==> config.mk <==
export PLATFORM = sky130hd
export DESIGN_NAME = mc_control_fsm
export DESIGN_NICKNAME = d
export VERILOG_FILES = /design/src/rtl/mc_ctrl_pkg.sv /design/src/rtl/mc_decode.sv /design/src/rtl/mc_control_fsm.sv
export SDC_FILE = /design/constraint.sdc
export NUM_CORES = 1
export LEC_CHECK = 0
export BUFFER_PORTS_ARGS = -buffer_cell sky130_fd_sc_hd__buf_2
export CORE_UTILIZATION = 49
export CTS_BUF_LIST = sky130_fd_sc_hd__clkbuf_16
export CTS_CLUSTER_DIAMETER = 60
export DETAILED_ROUTE_END_ITERATION = 10
export PLACE_DENSITY = 0.81
export SLEW_MARGIN = 25
export SYNTH_ARGS = -nofsm -noshare
export SYNTH_HDL_FRONTEND = slang
export SYNTH_SLANG_ARGS = --single-unit
==> constraint.sdc <==
create_clock -name clk -period 4.5 [get_ports clk]
set_input_delay 0.9 -clock clk [delete_from_list [all_inputs] [get_ports clk]]
set_output_delay 0.9 -clock clk [all_outputs]
set_load 0.005 [all_outputs]
==> src/rtl/mc_ctrl_pkg.sv <==
// Shared definitions for the multicycle MIPS control sequencer.
//   - state_t    : sequencer state encoding (also exported on the debug port)
//   - OP_*       : primary opcode field values
//   - ALU_*      : alu_op encodings
//   - SRCB_*     : alu_src_b mux encodings
//   - PCS_*      : pc_source mux encodings
//   - iclass_t   : decoded instruction class, one-hot-ish flags
// Optional feature macro: MC_JAL_EN (enables the jal opcode / JAL state).
package mc_ctrl_pkg;

  typedef enum logic [3:0] {
    S_FETCH     = 4'd0,
    S_DECODE    = 4'd1,
    S_MEM_ADDR  = 4'd2,
    S_MEM_READ  = 4'd3,
    S_MEM_WB    = 4'd4,
    S_MEM_WRITE = 4'd5,
    S_EXEC      = 4'd6,
    S_R_WB      = 4'd7,
    S_BRANCH    = 4'd8,
    S_JUMP      = 4'd9,
    S_I_EXEC    = 4'd10,
    S_I_WB      = 4'd11,
    S_TRAP      = 4'd12,
    S_JAL       = 4'd13
  } state_t;

  localparam logic [5:0] OP_RTYPE = 6'b000000;
  localparam logic [5:0] OP_J     = 6'b000010;
  localparam logic [5:0] OP_JAL   = 6'b000011;
  localparam logic [5:0] OP_BEQ   = 6'b000100;
  localparam logic [5:0] OP_BNE   = 6'b000101;
  localparam logic [5:0] OP_ADDI  = 6'b001000;
  localparam logic [5:0] OP_SLTI  = 6'b001010;
  localparam logic [5:0] OP_ANDI  = 6'b001100;
  localparam logic [5:0] OP_ORI   = 6'b001101;
  localparam logic [5:0] OP_LW    = 6'b100011;
  localparam logic [5:0] OP_SW    = 6'b101011;

  localparam logic [2:0] ALU_ADD   = 3'b000;
  localparam logic [2:0] ALU_SUB   = 3'b001;
  localparam logic [2:0] ALU_FUNCT = 3'b010;
  localparam logic [2:0] ALU_AND   = 3'b011;
  localparam logic [2:0] ALU_OR    = 3'b100;
  localparam logic [2:0] ALU_SLT   = 3'b101;

  localparam logic [1:0] SRCB_REGB = 2'b00;
  localparam logic [1:0] SRCB_FOUR = 2'b01;
  localparam logic [1:0] SRCB_IMM  = 2'b10;
  localparam logic [1:0] SRCB_IMM2 = 2'b11;

  localparam logic [1:0] PCS_ALU  = 2'b00;
  localparam logic [1:0] PCS_OUT  = 2'b01;
  localparam logic [1:0] PCS_JUMP = 2'b10;

  typedef struct packed {
    logic r;
    logic lw;
    logic sw;
    logic br;       // beq or bne
    logic bne;      // qualifies br: invert the zero test
    logic j;
    logic jal;
    logic imm;      // I-type ALU op
    logic illegal;
  } iclass_t;

endpackage

==> src/rtl/mc_decode.sv <==
// Combinational opcode classifier.
//   opcode     in  6  instruction [31:26]
//   cls        out    instruction class flags
//   imm_alu_op out 3  alu_op to use in I_EXEC for I-type ALU instructions
// With MC_JAL_EN undefined, the jal opcode is classified as illegal.
module mc_decode
  import mc_ctrl_pkg::*;
(
  input  logic [5:0] opcode,
  output iclass_t    cls,
  output logic [2:0] imm_alu_op
);

  always_comb begin
    cls        = '0;
    imm_alu_op = ALU_ADD;
    case (opcode)
      OP_RTYPE: cls.r = 1'b1;
      OP_LW:    cls.lw = 1'b1;
      OP_SW:    cls.sw = 1'b1;
      OP_BEQ:   cls.br = 1'b1;
      OP_BNE:   begin cls.br = 1'b1; cls.bne = 1'b1; end
      OP_J:     cls.j = 1'b1;
      OP_ADDI:  cls.imm = 1'b1;
      OP_ANDI:  begin cls.imm = 1'b1; imm_alu_op = ALU_AND; end
      OP_ORI:   begin cls.imm = 1'b1; imm_alu_op = ALU_OR;  end
      OP_SLTI:  begin cls.imm = 1'b1; imm_alu_op = ALU_SLT; end
`ifdef MC_JAL_EN
      OP_JAL:   cls.jal = 1'b1;
`else
      OP_JAL:   cls.illegal = 1'b1;
`endif
      default:  cls.illegal = 1'b1;
    endcase
  end

endmodule

==> src/rtl/mc_control_fsm.sv <==
// Multicycle MIPS control sequencer with memory wait states, stall timeout
// and sticky trap flags.
//   clk, rstb        clock (rising), async active-low reset
//   instr            IR contents; only the opcode drives sequencing
//   alu_zero         ALU zero flag (branch resolution)
//   mem_ready        memory completes the current access this cycle
//   pc_en..link      datapath controls (Moore, except pc_en/ir_write)
//   state            current state for debug
//   bus_error        sticky: memory stall timeout
//   illegal_instr    sticky: undefined opcode
// Optional feature macro: MC_JAL_EN (jal support via JAL state 13).
module mc_control_fsm
  import mc_ctrl_pkg::*;
#(
  parameter int TIMEOUT_CYCLES = 16,
  parameter int CNT_W          = 8
) (
  input  logic        clk,
  input  logic        rstb,
  input  logic [31:0] instr,
  input  logic        alu_zero,
  input  logic        mem_ready,
  output logic        pc_en,
  output logic        iord,
  output logic        mem_rd,
  output logic        mem_wr,
  output logic        ir_write,
  output logic        mem_to_reg,
  output logic        reg_write,
  output logic        reg_dst,
  output logic        alu_src_a,
  output logic [1:0]  alu_src_b,
  output logic [2:0]  alu_op,
  output logic [1:0]  pc_source,
  output logic        link,
  output logic [3:0]  state,
  output logic        bus_error,
  output logic        illegal_instr
);

  // Trap fires on the cycle that would be the TIMEOUT_CYCLES-th stall.
  localparam logic [CNT_W-1:0] STALL_LIMIT = CNT_W'(TIMEOUT_CYCLES - 1);

  state_t            state_q, state_d;
  logic [CNT_W-1:0]  stall_cnt, stall_d;
  iclass_t           cls;
  logic [2:0]        imm_alu_op;
  logic              mem_state, timeout;
  logic              pc_en_c, ir_write_c, reg_write_c, mem_wr_c;

  // Register/immediate fields are consumed by the datapath, not here.
  logic unused_instr_bits;
  assign unused_instr_bits = ^instr[25:0];

  mc_decode u_decode (
    .opcode     (instr[31:26]),
    .cls        (cls),
    .imm_alu_op (imm_alu_op)
  );

  assign mem_state = (state_q == S_FETCH) || (state_q == S_MEM_READ) ||
                     (state_q == S_MEM_WRITE);
  // mem_ready wins over an expiring counter.
  assign timeout   = mem_state && !mem_ready && (stall_cnt == STALL_LIMIT);

  always_comb begin
    state_d = state_q;
    case (state_q)
      S_FETCH:     if (mem_ready) state_d = S_DECODE;
      S_DECODE: begin
        if (cls.r)                state_d = S_EXEC;
        else if (cls.lw || cls.sw) state_d = S_MEM_ADDR;
        else if (cls.br)          state_d = S_BRANCH;
        else if (cls.j)           state_d = S_JUMP;
`ifdef MC_JAL_EN
        else if (cls.jal)         state_d = S_JAL;
`endif
        else if (cls.imm)         state_d = S_I_EXEC;
        else                      state_d = S_TRAP;
      end
      S_MEM_ADDR:  state_d = cls.sw ? S_MEM_WRITE : S_MEM_READ;
      S_MEM_READ:  if (mem_ready) state_d = S_MEM_WB;
      S_MEM_WB:    state_d = S_FETCH;
      S_MEM_WRITE: if (mem_ready) state_d = S_FETCH;
      S_EXEC:      state_d = S_R_WB;
      S_R_WB:      state_d = S_FETCH;
      S_BRANCH:    state_d = S_FETCH;
      S_JUMP:      state_d = S_FETCH;
      S_I_EXEC:    state_d = S_I_WB;
      S_I_WB:      state_d = S_FETCH;
      S_TRAP:      state_d = S_TRAP;
      default:     state_d = S_FETCH;
    endcase
    if (timeout) state_d = S_TRAP;
  end

  // Counter only runs while sitting stalled in one memory state.
  always_comb begin
    stall_d = '0;
    if (mem_state && !mem_ready && (state_d == state_q))
      stall_d = stall_cnt + CNT_W'(1);
  end

  always_ff @(posedge clk or negedge rstb) begin
    if (!rstb) begin
      state_q       <= S_FETCH;
      stall_cnt     <= '0;
      bus_error     <= 1'b0;
      illegal_instr <= 1'b0;
    end else begin
      state_q   <= state_d;
      stall_cnt <= stall_d;
      if (timeout) bus_error <= 1'b1;
      if ((state_q == S_DECODE) && (state_d == S_TRAP)) illegal_instr <= 1'b1;
    end
  end

  always_comb begin
    pc_en_c     = 1'b0;
    iord        = 1'b0;
    mem_rd      = 1'b0;
    mem_wr_c    = 1'b0;
    ir_write_c  = 1'b0;
    mem_to_reg  = 1'b0;
    reg_write_c = 1'b0;
    reg_dst     = 1'b0;
    alu_src_a   = 1'b0;
    alu_src_b   = SRCB_REGB;
    alu_op      = ALU_ADD;
    pc_source   = PCS_ALU;
    link        = 1'b0;
    case (state_q)
      S_FETCH: begin
        mem_rd     = 1'b1;
        alu_src_b  = SRCB_FOUR;
        ir_write_c = mem_ready;
        pc_en_c    = mem_ready;
      end
      S_DECODE:    alu_src_b = SRCB_IMM2;
      S_MEM_ADDR:  begin alu_src_a = 1'b1; alu_src_b = SRCB_IMM; end
      S_MEM_READ:  begin mem_rd = 1'b1; iord = 1'b1; end
      S_MEM_WB:    begin reg_write_c = 1'b1; mem_to_reg = 1'b1; end
      S_MEM_WRITE: begin mem_wr_c = 1'b1; iord = 1'b1; end
      S_EXEC:      begin alu_src_a = 1'b1; alu_op = ALU_FUNCT; end
      S_R_WB:      begin reg_write_c = 1'b1; reg_dst = 1'b1; end
      S_BRANCH: begin
        alu_src_a = 1'b1;
        alu_op    = ALU_SUB;
        pc_source = PCS_OUT;
        pc_en_c   = cls.bne ? !alu_zero : alu_zero;
      end
      S_JUMP:      begin pc_en_c = 1'b1; pc_source = PCS_JUMP; end
      S_I_EXEC: begin
        alu_src_a = 1'b1;
        alu_src_b = SRCB_IMM;
        alu_op    = imm_alu_op;
      end
      S_I_WB:      reg_write_c = 1'b1;
`ifdef MC_JAL_EN
      // PC already holds PC+4 here, which is the link value.
      S_JAL: begin
        pc_en_c     = 1'b1;
        pc_source   = PCS_JUMP;
        reg_write_c = 1'b1;
        link        = 1'b1;
      end
`endif
      default: ;
    endcase
  end

  // Architectural enables are held off for the whole reset pulse.
  assign pc_en     = pc_en_c     & rstb;
  assign ir_write  = ir_write_c  & rstb;
  assign reg_write = reg_write_c & rstb;
  assign mem_wr    = mem_wr_c    & rstb;
  assign state     = state_q;

endmodule
### Yosys cells after proc, flatten, opt, wreduce, memory -nomap -nowiden

Cells that the tools add are included.

| cells by class | value |
|---|---|
| div/mod/pow operators | 0 |
| multiply operators | 0 |
| bitwise logic cells | 4 |
| equality and inequality tests | 24 |
| multiplexer cells | 33 |
| add/subtract/negate cells | 1 |
| reduce and logical (&&, ||, !) cells | 18 |
| order comparisons | 0 |
| shift operators | 0 |

Operators by type and width:

| cell | count |
|---|---|
| case mux 4 bit (8 select lines) | 1 |
| equality test 4 bit, second input constant | 6 |
| equality test 6 x 4 -> 1 bit, second input constant | 4 |
| 2-to-1 mux 4 bit | 6 |
| case mux 3 bit (3 select lines) | 2 |
| equality test 4 x 3 -> 1 bit, second input constant | 4 |
| 2-to-1 mux 1 bit | 16 |
| equality test 6 x 3 -> 1 bit, second input constant | 2 |
| equality test 6 bit, second input constant | 2 |
| 2-to-1 mux 3 bit | 4 |
| adder 8 x 1 -> 8 bit, second input constant | 1 |
| equality test 4 x 2 -> 1 bit, second input constant | 2 |
| equality test 8 x 4 -> 1 bit, second input constant | 1 |
| 2-to-1 mux 8 bit | 1 |
| OR reduction 2 bit | 4 |
| OR reduction 4 bit | 2 |
| equality test 6 x 2 -> 1 bit, second input constant | 1 |
| zero test 6 bit | 1 |
| case mux 2 bit (3 select lines) | 1 |
| bitwise AND 1 bit | 4 |
| equality test 4 x 1 -> 1 bit, second input constant | 1 |
| equality test 4 bit | 1 |
| logical AND 1 bit | 4 |
| zero test 4 bit | 1 |
| 5 further kinds | 8 |

| storage, ports and cells | value |
|---|---|
| input port bits | 36 |
| word-level logic and storage cells | 84 |
| latch bits | 0 |
| memories kept | 0 |
| bits in writable memories | 0 |
| register bits after elaboration | 14 |
| ROM bits | 0 |

### Logic depth before layout (Yosys ltp)

Gate-level depths: netlist of run 1.

| depth | value |
|---|---|
| depth in word-level cells | 13 |
| mapped depth | 6 |

### Cells and area by module

From an unflattened synthesis of run 1, not the netlist that was laid out.

| second synthesis, totals | value |
|---|---|
| cells, all modules | 162 |
| area, all modules | 1297.5 µm² |

By module, submodules not included:

| module | cells an instance | times used | area an instance (µm²) |
|---|---|---|---|
| mc_control_fsm | 133 | 1 | 1081.0 |
| mc_decode | 29 | 1 | 216.5 |

### Worst setup path before layout of run 1

OpenSTA, ideal clock, no wires.

| timing path | value |
|---|---|
| kind | input-to-output |
| start | in instr[31] |
| end | out alu_op[0] |
| path slack | 1.652 ns |
| data required time | 3.600 ns |
| buffers on the path | 1 |
| data arrival time | 1.948 ns |
| stages on the path | 5 |
| cell sequence | buf_6 or3b_2 nor2_1 o21ai_0 a211oi_1 |

| on the way | value |
|---|---|
| word-level cells in the longest chain between the ends | 3 |

Ends and longest elaborated chain:

| element | line | text |
|---|---|---|
| start: declaration | mc_control_fsm.sv:20 | `input logic [31:0] instr,` |
| equality test 6 x 4 -> 1 bit, on equally long branches | n/a |  |
| case mux 3 bit (3 select lines) (*) | mc_decode.sv:17 | `case (opcode)` |
| case mux 3 bit (3 select lines) (*) | mc_control_fsm.sv:132 | `case (state_q)` |
| end: declaration | mc_control_fsm.sv:33 | `output logic [2:0] alu_op,` |

Every way passes the cells marked *; elsewhere a longest branch is shown, timed or not.

### Worst setup path after layout of run 1

Same ends and word-level chain as after synthesis.

==> flow_summary.ini, run 1 <==
[outcome]
status = finished, final reports clean

[power_and_ir_drop]
peakVddDrop_mv = 0.168
total_power_uw = 308
power_density_nw_per_um2 = 226
leakagePower_nw = 0.607

[clock_network]
root_buffer = clkbuf_16
clk_pin_slew_worst_paths_ns = 0.04
cts_buffers = 3
clockBufferDepth = 2
cts_tree = yes
cts_max_level = 1
cts.sinks = 14
insertion_delay_ns = 0.24
cts_setup_buffers = 0
post_cts_resized = 0
cts.hold.buffers_added = 0

[critical_path]
cp_cell_sequence = buf_2 > or3b_2 > nor2_1 > o21ai_0 > a211oi_1 > buf_2
critPathKind = primary input to output port
cp-start-kind = primary input
worstReg2RegStart = state[1]
r2r_setup_slack_ns = 2.49
crit_top_cell = buf_2
slowest_stage = or3b_2
cp.required_ns = 3.60
cp_data_arrival_time_ns = 2.14
r2r-end = illegal_instr
endpoint_kind = output port
slowest_delay_ns = 0.49
crit_fanout = 9
reg2reg_depth = 4
setup.worst_path.start = instr[31]

[synth]
synth-edff-count = 0
syn_area_um2 = 1150
synthFlopType = dfrtp_1
synth_warnings = 0
netlist_instances = 149
synth.distinct_cells = 50
syn_avg_cell_area_um2 = 7.75
yosysSeqAreaShare_pct = 30.3
synth-seq-cells = 14
synth_nets = 186
synthArstFlopShare_pct = 100

[final_layout]
fin_nets = 210
fillers = 205
drive_above_1_share_pct = 23.4
final_cell_mix = buf_2 (31), nor2_1 (21), dfrtp_1 (14)
syn2layout_area_growth_pct = 17.9
seq_area_um2 = 350
final_common_cell = buf_2
num_antenna_cells = 0
multi_input_comb_area_um2 = 731

[run]
maxCapViolCount = 0

[sta]
fin_crit_sh_pct = 67.6
slew_headroom_pct = 57.0
fmax_ghz = 0.329
rsz0062_at_grt = false
finClkSkew_ns = 0.00323
hold_viol_final = 0
slew_violations = 0
tightest_slew_ns = 0.645
tns_ns = 0
min_period_ns = 3.04
setup_viol = 0

[floorplanning]
start_util_pct = 52.2
rows = 17
die-width_um = 50.5
pin_count = 59
fp.dieArea_um2 = 2550
coreArea_um2 = 2210
dieHeight_um = 50.5

[drt]
num_vias = 1207
drtIter0Drc = 37
routedWlPerCell_um = 13.7
final_antenna_net_count = 0
routed_via_density = 6.07
wl_mm = 2.72
drtPass1Iterations = 4
drc = 0

[grt]
grt_pass1_wl_mm = 4.45
antenna_found_initial = 0
grt_usage_pct = 22.7
grt.overflow.total = 0
grt_max_degree = 25
grt_pass1_vias = 1010

[placed_design]
port_buffers = 31
place_congestion = 0.831
hpwl_mm = 1.96

[worst_hold_path]
hold_class = register to register
hold_depth = 1
hold_end = stall_cnt[0]
hp-start = stall_cnt[0]
state kept, by name (all words and copies together), names as in the netlist:
signal         cells
bus_error          1
illegal_instr      1
stall_cnt          8
state              4
layer usage:
metal / up-vias / wire length (µm) / GRT usage [%]
met1: 567 / 1160 / 30.5
met3: 6 / 182 / 2.73
met2: 44 / 1350 / 39.1
li1: 590 / - / -
met5: - / 0 / 0
met4: 0 / 29 / 4.17
metrics by stage:
step / hold slack, ns / util [%] / cells / area (µm²) / setup WS (ns)
detailed placement: 0.457 / 58.1 / 196 / 1290 / 1.45
CTS: 0.462 / 61.5 / 199 / 1360 / 1.45
floorplan: 0.425 / - / 149 / 1150 / 1.65
global route: 0.484 / 61.5 / 199 / 1360 / 1.35
global placement: 0.440 / 58.1 / 196 / 1290 / 1.49
finish: 0.460 / 61.5 / 199 / 1360 / 1.46
cell families after synthesis:
| logic type | synth area share [%] |
|---|---|
| buf+inv | 6.39 |
| xor+xnor | 6.83 |
| simple gates | 33.0 |
| fa+ha+maj | 1.08 |
| compound gates | 22.0 |
| other cells | 0.325 |
| flops | 30.3 |
where the power goes:
| group | total (mW) | internal (mW) | switching, mW | leakage (nW) |
|---|---|---|---|---|
| sequential | 0.126 | 0.126 | 0 | 0.185 |
| clock | 0.161 | 0.116 | 0.0453 | 0.0370 |
| combinational | 0.0210 | 0.00729 | 0.0137 | 0.384 |
| total | 0.308 | 0.249 | 0.0590 | 0.607 |
how the worst max path moves through the flow:
stage,end,slack [ns],depth (start not counted)
2_1_floorplan,alu_op[0],1.65,5
3_3_place_gp,alu_op[0],1.49,6
3_5_place_dp,alu_op[0],1.45,6
4_1_cts,alu_op[0],1.45,6
5_1_grt,alu_op[0],1.35,6
6_report,alu_op[0],1.46,6
synth_stat cells, types with 3 or more instances:
cell type / number / area, µm²
clkbuf_1: 6 / 22.5
o21ai_0: 5 / 25.0
nand3_1: 5 / 25.0
nor3_1: 6 / 30.0
inv_1: 4 / 15.0
nand2_1: 7 / 26.3
nor2_1: 21 / 78.8
xor2_1: 4 / 35.0
nor4_1: 3 / 18.8
dfrtp_1: 14 / 350
a21oi_1: 11 / 55.1
nand2b_1: 4 / 25.0
or2_2: 3 / 18.8
nor2b_1: 5 / 31.3
xnor2_1: 5 / 43.8
critical path: cells and delay by family:
kind / cells / cell delay [ns]
AO/OA/AOI/OAI: 2 / 0.33
buffers and inverters: 2 / 0.30
AND/OR/NAND/NOR: 2 / 0.61
cell type report:
cell class | instances | area share (%)
clock buffer | 3 | 5.51
inverter | 4 | 1.10
multi-input combinational | 119 | 53.7
timing repair buffer | 31 | 11.4
sequential | 14 | 25.7
tap | 28 | 2.57
Power figures use the tool's default switching activity.
==> inputs of run 2 (changes only) <==
- ABC_AREA: not set -> 1
- CORE_UTILIZATION: 49 -> 45
- PLACE_DENSITY: 0.81 -> 0.76
- clock period: 4.5 -> 2.8 ns (I/O delays scaled with it)
==> flow_summary.ini, run 2 <==
[outcome]
status = finished, final reports clean

[synth]
synthFlopType = dfrtp_1
yosysSeqAreaShare_pct = 30.8
synth-edff-count = 0
synth_xor_area_share_pct = 4.62
synth-adder-area-share_pct = 1.10
synth.distinct_cells = 28
synth_warnings = 0
synthTopCellsByCount = nor2_1 (27), inv_1 (26), nand2_1 (22), nand3_1 (22), dfrtp_1 (14)
yosys.cell_count.top_type = nor2_1
synth-compound-area-share_pct = 5.82
ys_top_cells_by_area = dfrtp_1 (31%), nand3_1 (9.7%), nor2_1 (8.9%), inv_1 (8.6%), nand2_1 (7.3%)
syn_avg_cell_area_um2 = 7.12
synth_top_family_by_area = simple AND/OR/NAND/NOR gates
yosys.area_share.simple_pct = 47.5
synth.area.mux_share_pct = 0
synth-seq-cells = 14
syn_area_um2 = 1140
synthArstFlopShare_pct = 100
synth_nets = 197
netlist_instances = 160
synth_area_leader_cell = dfrtp_1
netlist.area_leader.share_pct = 30.8

[final_layout]
fillers = 226
num_antenna_cells = 0
drive_above_1_share_pct = 30.9
utilization_pct = 60.9
seq_area_um2 = 350
syn2layout_area_growth_pct = 23.0
fin_nets = 232
final_common_cell = buf_2
fin_cells = 222
largest_reg_flops = 8
largest_register = stall_cnt
final_cell_mix = buf_2 (31), nor2_1 (27), inv_1 (26)
multi_input_comb_area_um2 = 676

[clock_network]
cts_tree = yes
cts.sinks = 14
clk_pin_slew_worst_paths_ns = 0.05
root_buffer = clkbuf_16
cts_setup_buffers = 0
cts_buffers = 3
insertion_delay_ns = 0.24
cts_max_level = 1
clockBufferDepth = 2
post_cts_resized = 0
cts.hold.buffers_added = 0

[grt]
grt.overflow.total = 0
grt_pass1_wl_mm = 4.51
grt_usage_pct = 22.4
grt_max_degree = 16
grt_pass1_vias = 1109
antenna_found_initial = 0

[critical_path]
endpoint_kind = output port
worstReg2RegStart = state[3]
slowest_delay_ns = 0.44
cp_data_arrival_time_ns = 1.68
cp_cell_sequence = nor2_2 > inv_1 > nor2_1 > nand3_1 > a31oi_1 > buf_2
setup.worst_path.start = state[1]
critPathKind = register to output port
cp-start-kind = register
crit_fanout = 7
cp.required_ns = 2.24
slowest_stage = dfrtp_1

[sta]
slew_violations = 0
setup_viol = 0
rsz0062_at_grt = false
min_period_ns = 2.24
tns_ns = 0
fin_crit_sh_pct = 80.1
hold_viol_final = 0
finClkSkew_ns = 0.00294
fmax_ghz = 0.446

[drt]
drtPass1Iterations = 4
routed_via_density = 5.22
wl_mm = 2.59
routedWlPerCell_um = 11.7
drtIter0Drc = 19
drc = 0
final_antenna_net_count = 0
num_vias = 1158

[floorplanning]
pin_count = 59
fp.dieArea_um2 = 2740
dieHeight_um = 52.3
rows = 17
die-width_um = 52.3
coreArea_um2 = 2300
start_util_pct = 49.6

[run]
maxCapViolCount = 0

[power_and_ir_drop]
peakVddDrop_mv = 0.566
leakagePower_nw = 0.765
total_power_mw = 1.15
power_density_nw_per_um2 = 823

[placed_design]
port_buffers = 31
hpwl_mm = 2.08
place_congestion = 0.852
placed_cells = 218

[worst_hold_path]
hold_class = primary input to asynchronous set/reset pin
[run 2: area by class of cell]
type | count | share of cell area (%)
Inverter | 28 | 7.51
Multi-Input combinational cell | 117 | 48.3
Clock inverter | 1 | 0.268
Sequential cell | 14 | 25.0
Timing Repair Buffer | 31 | 11.1
Tap cell | 28 | 2.50
Clock buffer | 3 | 5.36
[run 2: worst paths after layout]
check / end / slack [ns] / depth (start not counted)
worst max-delay path: pc_en / 0.56 / 6
worst min-delay path: stall_cnt[3] / 0.21 / 1
worst max register to register: stall_cnt[7] / 1.21 / 8
worst min register to register: stall_cnt[0] / 0.46 / 1
max in group asynchronous: state[0] / 2.34 / 1
min in group clk: stall_cnt[0] / 0.46 / 1
[run 2: cell families after synthesis]
kind of cell / count (synthesis)
AND/OR/NAND/NOR: 99
buffers and inverters: 29
flip-flops: 14
AO/OA/AOI/OAI: 10
XOR/XNOR: 6
adder cells (fa/ha/maj): 1
other: 1
[run 2: stage by stage]
step | setup WS [ns] | hold slack (ns) | instance area (µm²)
after floorplan | 1.03 | 0.264 | 1140
after CTS | 0.565 | 0.221 | 1400
after detailed placement | 0.712 | 0.454 | 1320
final | 0.558 | 0.213 | 1400
after global routing | 0.487 | 0.231 | 1400
after global placement | 0.770 | 0.450 | 1320
[run 2: routing by layer]
layer  global-route usage [%]  vias up  part of all wire (%)
met5                        0        -                     0
met4                     13.2        0                   2.2
met3                     2.32        8                   4.7
met2                     38.6       39                    50
met1                     26.6      535                    43
li1                         -      576                     -
[run 2: report_power, final]
group / internal, mW / total (mW) / switching, mW
clock network: 0.189 / 0.268 / 0.0795
logic: 0.223 / 0.592 / 0.369
registers: 0.237 / 0.291 / 0.0538
total: 0.649 / 1.15 / 0.503
[run 2: worst max-delay path, delay by kind of cell, from the launching register on]
family	cells	cell delay [ns]
buf+inv	2	0.24
compound gates	1	0.15
simple gates	3	0.59
flops	1	0.44
==> inputs of run 3 (changes only) <==
- ABC_AREA: 1 -> 0
- CORE_UTILIZATION: 45 -> 41
- PLACE_DENSITY: 0.76 -> 0.72
- clock period: 2.8 -> 2 ns (I/O delays scaled with it)
==> flow_summary.ini, run 3 (synthesis results as in run 1) <==
[floorplanning]
dieHeight_um = 55.1
coreArea_um2 = 2570
rows = 18
pin_count = 59
start_util_pct = 45.0
fp.dieArea_um2 = 3030
die-width_um = 55.1

[grt]
gr-usage-met2_pct = 32.7
gr-usage-met3_pct = 3.01
grt_pass1_wl_mm = 4.47
grt_pass1_vias = 1013
antenna_found_initial = 0
grt_usage_pct = 19.9
grt_max_degree = 15
use_met1_pct = 28.1
grt_busiest_layer = met2
grt.overflow.total = 0

[final_layout]
final_common_cell = buf_2
largest_reg_flops = 8
syn2layout_area_growth_pct = 24.7
fillers = 240
largest_register = stall_cnt
fin_nets = 219
final_cell_mix = buf_2 (31), nor2_1 (20), dfrtp_1 (12)
num_antenna_cells = 0
drive_above_1_share_pct = 28.7

[power_and_ir_drop]
peakVddDrop_mv = 0.667
power_density_nw_per_um2 = 487
leakagePower_nw = 0.651

[sta]
slew_violations = 0
rsz0062_at_grt = true
min_period_ns = 1.94
finClkSkew_ns = 0.000762
fmax_ghz = 0.515
hold_viol_final = 0
tns_ns = 0
slew_headroom_pct = 64.2
fin_crit_sh_pct = 97.1
setup_viol = 0
tightest_slew_ns = 0.537
setup_slack_ns = 0.0575

[drt]
drc = 0
num_vias = 1195
routedWlPerCell_um = 13.2
wl_mm = 2.78
drtPass1Iterations = 4
drtIter0Drc = 28
routed_via_density = 5.66
final_antenna_net_count = 0

[run]
maxCapViolCount = 0

[clock_network]
root_buffer = clkbuf_16
insertion_delay_ns = 0.24
clockBufferDepth = 2
cts_max_level = 1
cts_buffers = 3
clk_pin_slew_worst_paths_ns = 0.04
cts_tree = yes
post_cts_resized = 0
cts_setup_buffers = 0
cts.sinks = 14
cts.hold.buffers_added = 0

[outcome]
status = finished, final reports clean

[critical_path]
cp.required_ns = 1.60
cp_data_arrival_time_ns = 1.54
r2r_setup_slack_ns = 0.15
worstReg2RegStart = state[2]
crit_fanout = 2
cp-start-kind = primary input
endpoint_kind = output port
critPathKind = primary input to output port
reg2reg_depth = 4
r2r-end = stall_cnt[3]

[worst_hold_path]
hold_class = primary input to asynchronous set/reset pin

[placed_design]
port_buffers = 31
hpwl_mm = 2.15
place_congestion = 0.824
place_ws_ns = 0.00201
-- run 3: worst max path at each step --
| stage | start | slack, ns | cells after the start | to |
|---|---|---|---|---|
| 6_report | instr[31] | 0.06 | 6 | alu_op[0] |
| 2_1_floorplan | instr[31] | 0.15 | 5 | alu_op[0] |
| 5_1_grt | instr[31] | -0.04 | 6 | alu_op[0] |
| 4_1_cts | instr[31] | 0.001 | 6 | alu_op[0] |
| 3_5_place_dp | instr[31] | 0.002 | 6 | alu_op[0] |
| 3_3_place_gp | instr[31] | 0.04 | 6 | alu_op[0] |
-- run 3: metal layers --
layer	routed length [µm]	share of wire, %
met1	1320	47
met2	1330	48
met3	129	4.6
met4	0	0
met5	0	0
-- run 3: through the flow --
step	utilization [%]	power (mW)	std cells	area (µm²)	hold slack (ns)
after global routing	56.1	0.727	211	1440	0.197
after global placement	52.8	0.340	207	1360	0.420
after detailed placement	52.8	0.342	207	1360	0.419
after CTS	55.9	0.706	211	1440	0.169
final	56.1	0.701	211	1440	0.180
after floorplan	-	0.313	149	1150	0.104
-- run 3: cell type report --
cell class | count | area [µm²] | share of cell area (%)
clock inverter | 1 | 3.75 | 0.261
inverter | 4 | 15.0 | 1.04
timing repair buffer | 40 | 223 | 15.5
tap | 30 | 37.5 | 2.61
multi-input combinational | 119 | 733 | 50.9
sequential | 14 | 353 | 24.5
clock buffer | 3 | 75.1 | 5.21
-- run 3: critical path: stages --
cell and delay [ns]:
buf_2 0.10, or3b_2 0.49, nor2_2 0.11, o21ai_0 0.09, a211oi_1 0.21, buf_2 0.15
-- run 3: power breakdown --
part | leakage [nW] | internal, mW | switching (mW) | total [mW]
Combinational | 0.428 | 0.0216 | 0.0325 | 0.0541
Clock | 0.0385 | 0.263 | 0.100 | 0.363
Sequential | 0.185 | 0.284 | 0 | 0.284
